**config.mk**
```make
export PLATFORM = sky130hd
export DESIGN_NAME = bcd_display_scanner
export DESIGN_NICKNAME = d
export VERILOG_FILES = /design/src/rtl/bcd_display_scanner.sv
export SDC_FILE = /design/constraint.sdc
export NUM_CORES = 1
export LEC_CHECK = 0
export CORE_ASPECT_RATIO = 0.7
export CORE_MARGIN = 2
export CORE_UTILIZATION = 50
export DETAILED_ROUTE_END_ITERATION = 7
export HOLD_SLACK_MARGIN = 0.06
export PLACE_DENSITY = 0.82
export SYNTH_ARGS = -nofsm -noshare
export SYNTH_HDL_FRONTEND = slang
export SYNTH_SLANG_ARGS = --single-unit
```
**constraint.sdc**
```tcl
create_clock -name Clk -period 11.06 [get_ports Clk]
set_input_delay 2.212 -clock Clk [delete_from_list [all_inputs] [get_ports Clk]]
set_output_delay 2.212 -clock Clk [all_outputs]
set_load 0.005 [all_outputs]
```
**src/rtl/bcd_display_scanner.sv**
```systemverilog
// Time-multiplexed 9-digit common-anode seven-segment scanner with frame snapshot and dead time.
// Define BCD_LZB_EN to enable leading-zero blanking of digits 1..8.
module bcd_display_scanner #(
   parameter int TICK_DIV    = 5000,
   parameter int DEAD_CYCLES = 4
) (
   input  logic       Clk,
   input  logic       Reset_n,
   input  logic       enable,
   input  logic [3:0] BCD0,
   input  logic [3:0] BCD1,
   input  logic [3:0] BCD2,
   input  logic [3:0] BCD3,
   input  logic [3:0] BCD4,
   input  logic [3:0] BCD5,
   input  logic [3:0] BCD6,
   input  logic [3:0] BCD7,
   input  logic [3:0] BCD8,
   output logic [6:0] seg,
   output logic [8:0] an,
   output logic       frame_start
);

   localparam int                CNT_W    = (TICK_DIV > 2) ? $clog2(TICK_DIV) : 1;
   localparam logic [CNT_W-1:0]  CNT_LAST = CNT_W'(TICK_DIV - 1);
   localparam logic [CNT_W-1:0]  DEAD_CNT = CNT_W'(DEAD_CYCLES);

   typedef enum logic [1:0] {
      IDLE,
      DEAD,
      DRIVE
   } state_t;

   state_t           state, state_nxt;
   logic [CNT_W-1:0] cnt, cnt_nxt, cnt_inc;
   logic [3:0]       idx, idx_nxt;
   logic [35:0]      snap, snap_nxt;
   logic [35:0]      bcd_in;
   logic [8:0]       an_nxt;
   logic [6:0]       seg_nxt;
   logic             fs_nxt;
   logic [3:0]       digit_nxt;
   logic             blank_nxt;

   // Active-low {g,f,e,d,c,b,a}; non-BCD codes show a dash.
   function automatic logic [6:0] decode(input logic [3:0] d);
      logic [6:0] s;
      case (d)
         4'd0:    s = 7'b1000000;
         4'd1:    s = 7'b1111001;
         4'd2:    s = 7'b0100100;
         4'd3:    s = 7'b0110000;
         4'd4:    s = 7'b0011001;
         4'd5:    s = 7'b0010010;
         4'd6:    s = 7'b0000010;
         4'd7:    s = 7'b1111000;
         4'd8:    s = 7'b0000000;
         4'd9:    s = 7'b0010000;
         default: s = 7'b0111111;
      endcase
      return s;
   endfunction

`ifdef BCD_LZB_EN
   // Digit i>0 is blank when it and every more significant digit are zero.
   function automatic logic lz_blank(input logic [35:0] s, input logic [3:0] i);
      logic nz;
      nz = 1'b0;
      for (int j = 1; j < 9; j++) begin
         if (j >= int'(i) && s[4*j +: 4] != 4'd0) nz = 1'b1;
      end
      return (i != 4'd0) && !nz;
   endfunction
`endif

   assign bcd_in  = {BCD8, BCD7, BCD6, BCD5, BCD4, BCD3, BCD2, BCD1, BCD0};
   assign cnt_inc = cnt + 1'b1;

   always_comb begin
      state_nxt = state;
      cnt_nxt   = cnt;
      idx_nxt   = idx;
      snap_nxt  = snap;
      fs_nxt    = 1'b0;
      if (!enable) begin
         state_nxt = IDLE;
         cnt_nxt   = '0;
         idx_nxt   = 4'd0;
      end else begin
         case (state)
            IDLE: begin
               snap_nxt  = bcd_in;
               fs_nxt    = 1'b1;
               cnt_nxt   = '0;
               idx_nxt   = 4'd0;
               state_nxt = (DEAD_CYCLES == 0) ? DRIVE : DEAD;
            end
            DEAD: begin
               cnt_nxt = cnt_inc;
               if (cnt_inc == DEAD_CNT) state_nxt = DRIVE;
            end
            DRIVE: begin
               if (cnt == CNT_LAST) begin
                  cnt_nxt   = '0;
                  state_nxt = (DEAD_CYCLES == 0) ? DRIVE : DEAD;
                  // Snapshot is refreshed only on the frame wrap so a frame never tears.
                  if (idx == 4'd8) begin
                     idx_nxt  = 4'd0;
                     snap_nxt = bcd_in;
                     fs_nxt   = 1'b1;
                  end else begin
                     idx_nxt = idx + 4'd1;
                  end
               end else begin
                  cnt_nxt = cnt_inc;
               end
            end
            default: begin
               state_nxt = IDLE;
               cnt_nxt   = '0;
               idx_nxt   = 4'd0;
            end
         endcase
      end
   end

   // Outputs are computed from next-state values so the registered drive lines up with the state.
   always_comb begin
      an_nxt    = 9'h1FF;
      seg_nxt   = 7'h7F;
      digit_nxt = snap_nxt[{idx_nxt, 2'b00} +: 4];
`ifdef BCD_LZB_EN
      blank_nxt = lz_blank(snap_nxt, idx_nxt);
`else
      blank_nxt = 1'b0;
`endif
      if (state_nxt == DRIVE && !blank_nxt) begin
         an_nxt  = ~(9'd1 << idx_nxt);
         seg_nxt = decode(digit_nxt);
      end
   end

   always_ff @(posedge Clk or negedge Reset_n) begin
      if (!Reset_n) begin
         state       <= IDLE;
         cnt         <= '0;
         idx         <= 4'd0;
         an          <= 9'h1FF;
         seg         <= 7'h7F;
         frame_start <= 1'b0;
      end else begin
         state       <= state_nxt;
         cnt         <= cnt_nxt;
         idx         <= idx_nxt;
         an          <= an_nxt;
         seg         <= seg_nxt;
         frame_start <= fs_nxt;
      end
   end

   // Snapshot is pure data; it is always written before it is displayed.
   always_ff @(posedge Clk) begin
      snap <= snap_nxt;
   end

endmodule

```
==> Word level (Yosys, flattened, before mapping) <==
Memories as Yosys holds them, arrays and structs flattened.
Index checks and enable logic that the tools add are counted.
{ "totals": {"regBits": 72, "mem_bits_ro": 112, "in_bits": 39, "word_cells": 41, "memories": 1} }
{ "memory_table": {"columns": ["name", "depth", "width", "read_ports", "rd_clocked_by_memory_dff", "wr", "line", "source"], "rows": [
  ["(no name shown)", 16, 7, 1, 0, 0, "48", "case (d)"]
]} }
{ "classes": {"addsub": 2, "eq_ne": 6, "shift": 2, "mux": 21, "bitwise": 1, "n_reduce_logical": 1} }
{ "ops": {"columns": ["operator", "n"], "rows": [
  ["two-way mux 36 bit", 3],
  ["one-hot mux 36 bit (2 select lines)", 1],
  ["indexed part select 36 x 7 -> 4 bit", 1],
  ["two-way mux 13 bit", 2],
  ["one-hot mux 13 bit (2 select lines)", 1],
  ["adder 13 x 1 -> 13 bit (second input constant)", 1],
  ["equality test 13 bit (second input constant)", 1],
  ["equality test 13 x 3 -> 1 bit (second input constant)", 1],
  ["two-way mux 4 bit", 3],
  ["two-way mux 9 bit", 1],
  ["NOT 9 bit", 1],
  ["<< shifter 1 x 4 -> 9 bit (first input constant)", 1],
  ["one-hot mux 4 bit (2 select lines)", 1],
  ["two-way mux 7 bit", 1],
  ["two-way mux 2 bit", 3],
  ["one-hot mux 2 bit (3 select lines)", 1],
  ["adder 4 x 1 -> 4 bit (second input constant)", 1],
  ["equality test 2 bit (second input constant)", 2],
  ["equality test 4 bit (second input constant)", 1],
  ["two-way mux 1 bit", 3],
  ["equality test 2 x 1 -> 1 bit (second input constant)", 1],
  ["logical NOT 2 bit", 1],
  ["one-hot mux 1 bit (2 select lines)", 1]
]} }

==> Longest topological paths before layout <==
Gate-level depths: netlist of run 1.
{ "depth": {"word_depth": 8, "depth_mapped": 17, "mapped_depth_nobuf": 14} }

==> Least setup slack after synthesis of run 1 <==
Ideal clock, no wire load.
{ "synth_path": {"path_type": "in2reg", "start": "input port enable", "end": "register seg[4]", "setup_ns": 0.086, "t_arrival_ns": 4.613, "required_ns": 10.974, "path_slack_ns": 6.361, "cell_stages": 14, "path_cell_list": "clkbuf_8 o21ai_1 clkbuf_1 clkbuf_1 a22oi_1 o21ai_0 a31o_2 mux2i_1 o211ai_1 a32o_1 inv_1 ha_1 and3_4 o31ai_2"} }
{ "synth_via": {"elab_chain_cells": 4} }
{ "synth_rtl": {"columns": ["item", "line", "source"], "rows": [
  ["start, declared", "9", "input logic enable,"],
  ["two-way mux 36 bit", "85", "if (!enable) begin"],
  ["named net snap_nxt[20]", "37", "logic [35:0] snap, snap_nxt;"],
  ["indexed part select 36 x 7 -> 4 bit", "131", "digit_nxt = snap_nxt[{idx_nxt, 2'b00} +: 4];"],
  ["memory read (16 x 7 bit)", null, null],
  ["two-way mux 7 bit", "137", "if (state_nxt == DRIVE && !blank_nxt) begin"],
  ["named net seg_nxt[4]", "40", "logic [6:0] seg_nxt;"],
  ["end signal, assigned", "156", "seg <= seg_nxt;"],
  ["end, declared", "19", "output logic [6:0] seg,"]
]} }
The timed path passes the listed nets, and every way through them passes these cells.

==> Final worst setup path of run 1 <==
{ "layout_path": {"start": "input port enable", "end": "register seg[0]"} }
The elaborated chain is that of the path after synthesis.

==> flow_summary.json, run 1 <==
{
  "dr.first_iter.drc_count": 542,
  "antennaDiodeCount": 0,
  "period_share": 0.463,
  "worstMarginPinSlew_ns": 1.05,
  "fin_ws_ns": 5.94,
  "cts.path.max_buffers": 2,
  "hp-start": "snap[28]$_DFF_P_",
  "die_area_sq_um": 9440,
  "outcome": "completed",
  "startpoint_type": "primary input",
  "dp_slack_ns": 5.64,
  "synth_most_common_cell": "nand2_1",
  "netlist.area_leader.share": 0.166,
  "root_buffer": "clkbuf_16",
  "synth_common_cells": "nand2_1, a22oi_1, dfxtp_1, o21ai_0, inv_1",
  "synthesis.nets": 523,
  "cts_resized": 0,
  "grt_pass1_vias": 3424,
  "max_freq_mhz": 195,
  "htree_levels": 3,
  "die_h_um": 81.9,
  "ios": 56,
  "die_w_um": 115,
  "clkTransAtPathRegs_ns": 0.06,
  "rsz0062_at_grt": "no",
  "synth_cell_type_count": 76,
  "syn-cell-area_sq_um": 4330,
  "grt_pass1_wl_um": 17300,
  "post_cts_buffers": 0,
  "worstPathCellList": "clkdlybuf4s50_1 -> and2_1 -> buf_4 -> a22oi_1 -> o21ai_0 -> a31o_1 -> nor3b_2 -> a311oi_1 -> a211oi_2 -> mux2i_1 -> a32oi_1",
  "power_mw": 0.714,
  "start_util": 0.513,
  "yosys_warnings": 0,
  "crit_buf_inv": 2,
  "drtAntennaViolNets": 0,
  "worstPathArrival_ns": 5.37,
  "synth-edff-count": 0,
  "final-seq-area_sq_um": 1640,
  "cts_sinks": 72,
  "critPathLaunch": "enable",
  "grt-ovfl-total": 0,
  "syn2layout_area_growth_pct": 18.8,
  "final_hold_viol_count": 0,
  "synth_cells": 471,
  "multi_input_area_sq_um": 2320,
  "dp_cells": 619,
  "maxCapViolCount": 0,
  "clkLatencyLatePin_ns": 0.34,
  "coreArea_sq_um": 8440,
  "tns_ns": 0,
  "synth_seq_cells": 72,
  "cts_hold_buf": 0,
  "place_congestion": 0.910,
  "num_rows": 28,
  "layout-drive-gt1-share": 0.165,
  "setup_violations": 0,
  "wirelength_um": 11100,
  "viasPerCell": 6.04,
  "hpwl_um": 7470,
  "fin_cells": 635,
  "seq_area_frac_synth": 0.379,
  "ys_async_sr_fraction": 0.500,
  "vdd_drop_max_mv": 0.0972,
  "synth.avg_cell_area_sq_um": 9.20,
  "ys.flop_type": "dfxtp_1",
  "cts_tree": "built",
  "endpoint_kind": "flip-flop",
  "worstHoldPathType": "reg -> reg",
  "slew_headroom": 0.280,
  "fin_crit_ns": 5.12,
  "fillers": 697,
  "cpLargestDelayFamily": "compound AO/OA/AOI/OAI gates",
  "drtPass1Iterations": 6,
  "cp_max_fo": 36,
  "drc": 0,
  "critPathMaxStageDelay_ns": 0.77,
  "critical-path-slowest-cell": "a211oi_2",
  "p_per_area_nw_per_um2": 139,
  "vias": 3838,
  "critical_path_class": "in -> reg",
  "track_usage": 0.237,
  "report.final.slew_viol_count": 0,
  "numCtsBuffers": 9,
  "grt_antenna_before_repair": 0,
  "r2r-start": "cnt[0]$_DFF_PN0_",
  "synth_area_leaders": "dfxtp_1, dfrtp_1, dfstp_2",
  "synth_top_area_cell": "dfxtp_1",
  "clock_skew_ns": 0.00777,
  "grt_max_degree": 75,
  "dpl_cell_area_sq_um": 4830,
  "port_buffers": 55,
  "finalInstanceArea_sq_um": 5150,
  "required_ns": 11.31,
  "wl_per_cell_um": 17.5,
  "p_leak_nw": 2.01,
  "fin_nets": 562
}
==> layer usage <==
metal | wire length [um] | up-vias | track usage | share of wire
li1 | - | 1801 | - | -
met1 | 5000 | 1824 | 0.334 | 0.45
met2 | 4830 | 194 | 0.354 | 0.44
met3 | 1080 | 19 | 0.0635 | 0.098
met4 | 189 | 0 | 0.0819 | 0.017
met5 | 0 | - | 0 | 0
==> tightest hold or removal path, stage by stage (launching register included) <==
cell and delay, ns:
dfxtp_1 0.32, a22oi_1 0.08, nand2_1 0.07
==> state kept, by name, summed over array words and instances (netlist names) <==
register	flops
an	9
cnt	13
frame_start	1
idx	4
seg	7
snap	36
state	2
==> stage by stage <==
step,utilization,hold WS [ns]
2_1_floorplan,-,0.455
3_3_place_gp,0.572,0.476
3_5_place_dp,0.572,0.495
4_1_cts,0.610,0.501
5_1_grt,0.610,0.555
6_report,0.610,0.505
==> power breakdown <==
part           switching [mW]  internal (mW)
combinational          0.0549         0.0513
clock                   0.116          0.199
sequential             0.0112          0.282
==> layout by cell type, fill, tap and decap left out, types with 4 or more instances in the layout <==
cell type / n
a21oi_1: 8
a22oi_1: 39
a31o_1: 8
a31o_2: 12
a31oi_1: 11
a32oi_1: 5
and2_1: 4
buf_4: 7
clkbuf_16: 9
clkdlybuf4s50_1: 55
dfrtp_1: 20
dfstp_2: 16
dfxtp_1: 36
ha_1: 12
inv_1: 30
mux2_2: 4
mux2i_1: 6
nand2_1: 51
nand2b_1: 4
nand3_1: 7
nor2_1: 27
nor2b_1: 4
nor3_1: 4
o21ai_0: 35
o21ai_1: 8
xnor2_1: 6
xor2_1: 8
==> worst paths after layout <==
kind / end / slack [ns] / cells after the start
hold reg to reg: snap[28]$_DFF_P_ / 0.50 / 2
setup / recovery: seg[0]$_DFF_PN1_ / 5.94 / 11
min in group asynchronous: idx[1]$_DFF_PN0_ / 2.30 / 2
max in group asynchronous: seg[1]$_DFF_PN1_ / 8.42 / 2
setup reg to reg: seg[4]$_DFF_PN1_ / 6.36 / 12
hold / removal: snap[28]$_DFF_P_ / 0.50 / 2
==> logic make-up after synthesis <==
| group | Yosys count | synth area share |
|---|---|---|
| AO/OA/AOI/OAI | 158 | 0.259 |
| XOR/XNOR | 14 | 0.0283 |
| adder cells (fa/ha/maj) | 13 | 0.0375 |
| buffers and inverters | 64 | 0.0869 |
| flip-flops | 72 | 0.379 |
| multiplexers | 12 | 0.0312 |
| AND/OR/NAND/NOR | 138 | 0.178 |
==> final cells by class <==
type	instances	share of cell area
clock buffer	10	0.0445
clock inverter	6	0.0177
inverter	30	0.0219
multi-input combinational	335	0.451
sequential	72	0.319
tap	120	0.0292
timing repair buffer	62	0.117
Power figures use the tool's default switching activity.
==> run 2, diff against run 1 <==
Settings changed: PLACE_DENSITY 0.82 to 0.85.
Clock period 11.06 ns to 4.25 ns, I/O delays scaled along.
==> run 2 against run 1 <==
  * Clock skew decreased by 0.0031 ns
  * Final area up 1.6%
  * Combinational power grew to 2.7 times the previous value
  * Via count increased by 3.4%
  * Sequential share of layout area fell by 0.49 points
  * Register-to-register slack lost 6.1 ns
  * Total power grew to 2.5 times the previous value
  * Die area did not move
  * Worst setup slack worse by 5.7 ns
  * Non-clock buffer count rose by 10
  * Flip-flop and latch count did not move
==> flow_summary.json, run 2 (synthesis gave the netlist of run 1 again) <==
{
  "outcome": "completed",
  "worstMarginPinSlew_ns": 0.904,
  "die_w_um": 115,
  "rsz0062_at_grt": "no",
  "drtAntennaViolNets": 0,
  "crit_buf_inv": 3,
  "cts.path.max_buffers": 2,
  "endpoint_kind": "flip-flop",
  "die_area_sq_um": 9440,
  "dp_cells": 629,
  "r2r-start": "cnt[0]$_DFF_PN0_",
  "fin_crit_ns": 4.00,
  "worstPathCellList": "ha_1 -> or4b_4 -> nor4_4 -> buf_4 -> mux2i_1 -> buf_4 -> nand2_1 -> a221o_1 -> o211ai_1 -> a32o_1 -> inv_1 -> ha_1 -> and3_4 -> o31ai_2",
  "hpwl_um": 8150,
  "grt_max_degree": 63,
  "fin_cells": 645,
  "drc": 0,
  "report.final.slew_viol_count": 0,
  "reg_top3": "snap x36, cnt x13, an x9",
  "required_ns": 4.51,
  "worstPathArrival_ns": 4.25,
  "wl_per_cell_um": 18.3,
  "htree_levels": 3,
  "num_rows": 28,
  "syn2layout_area_growth_pct": 20.7,
  "drtPass1Iterations": 7,
  "max_freq_mhz": 250,
  "die_h_um": 81.9,
  "period_share": 0.940,
  "port_buffers": 55,
  "clock_skew_ns": 0.00464,
  "vias": 3968,
  "cp_max_fo": 11,
  "largest_register_ffs": 36,
  "p_leak_nw": 2.06,
  "final_common_cell": "clkdlybuf4s50_1",
  "setup_violations": 0,
  "critical-path-slowest-cell": "or4b_4",
  "maxCapViolCount": 0,
  "slew_headroom": 0.397,
  "largest_register": "snap",
  "layout-drive-gt1-share": 0.181,
  "dr.first_iter.drc_count": 427,
  "grt_antenna_before_repair": 0,
  "cpLargestDelayFamily": "simple AND/OR/NAND/NOR gates",
  "cts_tree": "built",
  "hp-start": "cnt[0]$_DFF_PN0_",
  "layout_common_cells": "clkdlybuf4s50_1, nand2_1, a22oi_1",
  "start_util": 0.513,
  "cts_sinks": 72,
  "critPathLaunch": "cnt[0]$_DFF_PN0_",
  "grt_pass1_wl_um": 18200,
  "p_per_area_nw_per_um2": 345,
  "critPathMaxStageDelay_ns": 0.54,
  "cts_hold_buf": 0,
  "fin_nets": 572,
  "track_usage": 0.255,
  "startpoint_type": "flip-flop",
  "wirelength_um": 11800,
  "vdd_drop_max_mv": 0.184,
  "grt_pass1_vias": 3593,
  "place_congestion": 0.974,
  "critical_path_class": "reg -> reg",
  "viasPerCell": 6.15,
  "clkTransAtPathRegs_ns": 0.06,
  "worstHoldPathType": "reg -> reg",
  "root_buffer": "clkbuf_16",
  "antennaDiodeCount": 0,
  "ios": 56,
  "tns_ns": 0,
  "coreArea_sq_um": 8440,
  "final_hold_viol_count": 0,
  "fillers": 704,
  "grt-ovfl-total": 0,
  "clkLatencyLatePin_ns": 0.34,
  "numCtsBuffers": 9
}
==> run 2: path summary, 6_finish.rpt <==
check                                        end  slack (ns)  cells past startpoint
max                             seg[4]$_DFF_PN1_        0.25                     14
min                             cnt[0]$_DFF_PN0_        0.51                      1
max reg2reg                     seg[4]$_DFF_PN1_        0.25                     14
min reg2reg                     cnt[0]$_DFF_PN0_        0.51                      1
max in group asynchronous        an[6]$_DFF_PN1_        2.97                      2
min in group asynchronous  frame_start$_DFF_PN0_        0.94                      2
==> run 2: report_power, final <==
group | leakage [nW] | switching, mW | internal (mW) | total, mW
sequential | 0.748 | 0.0288 | 0.735 | 0.764
combinational | 1.17 | 0.148 | 0.139 | 0.287
clock | 0.151 | 0.291 | 0.464 | 0.754
total | 2.06 | 0.468 | 1.34 | 1.80
==> run 2: worst reg2reg max path, cell delays in order (launching register included) <==
cell	delay, ns
dfrtp_1	0.41
ha_1	0.26
or4b_4	0.54
nor4_4	0.39
buf_4	0.22
mux2i_1	0.19
buf_4	0.22
nand2_1	0.21
a221o_1	0.35
o211ai_1	0.10
a32o_1	0.31
inv_1	0.12
ha_1	0.22
and3_4	0.16
o31ai_2	0.21
==> run 2: repair_timing <==
| action | 4_1_cts | 5_1_grt |
|---|---|---|
| endpoints found under the setup margin | 0 | 6 |
| buffers inserted | 0 | 0 |
| resized for setup | 0 | 3 |
==> run 2: stage by stage <==
stage / total power, mW / area (sq um) / util / setup slack (ns) / hold slack, ns
4_1_cts: 1.81 / 5210 / 0.617 / 0.0762 / 0.512
5_1_grt: 1.88 / 5230 / 0.619 / 0.00507 / 0.532
3_5_place_dp: 1.05 / 4900 / 0.581 / 0.0980 / 0.493
6_report: 1.80 / 5230 / 0.619 / 0.253 / 0.514
2_1_floorplan: 0.952 / 4330 / - / 0.708 / 0.455
3_3_place_gp: 1.04 / 4900 / 0.581 / 0.217 / 0.471
==> run 2: area by class of cell <==
cell class | instances | area, sq um | area share
Clock buffer | 13 | 282 | 0.0538
Clock inverter | 3 | 22.5 | 0.00431
Inverter | 30 | 113 | 0.0215
Multi-Input combinational cell | 335 | 2340 | 0.448
Sequential cell | 72 | 1640 | 0.314
Tap cell | 120 | 150 | 0.0287
Timing Repair Buffer | 72 | 678 | 0.130
==> run 2: routing by layer <==
metal  share of wire  track usage  vias up
met3            0.10       0.0915       32
met5               0            0        -
met4           0.020       0.0819        0
met1            0.44        0.355     1885
met2            0.43        0.366      231
li1                -            -     1820
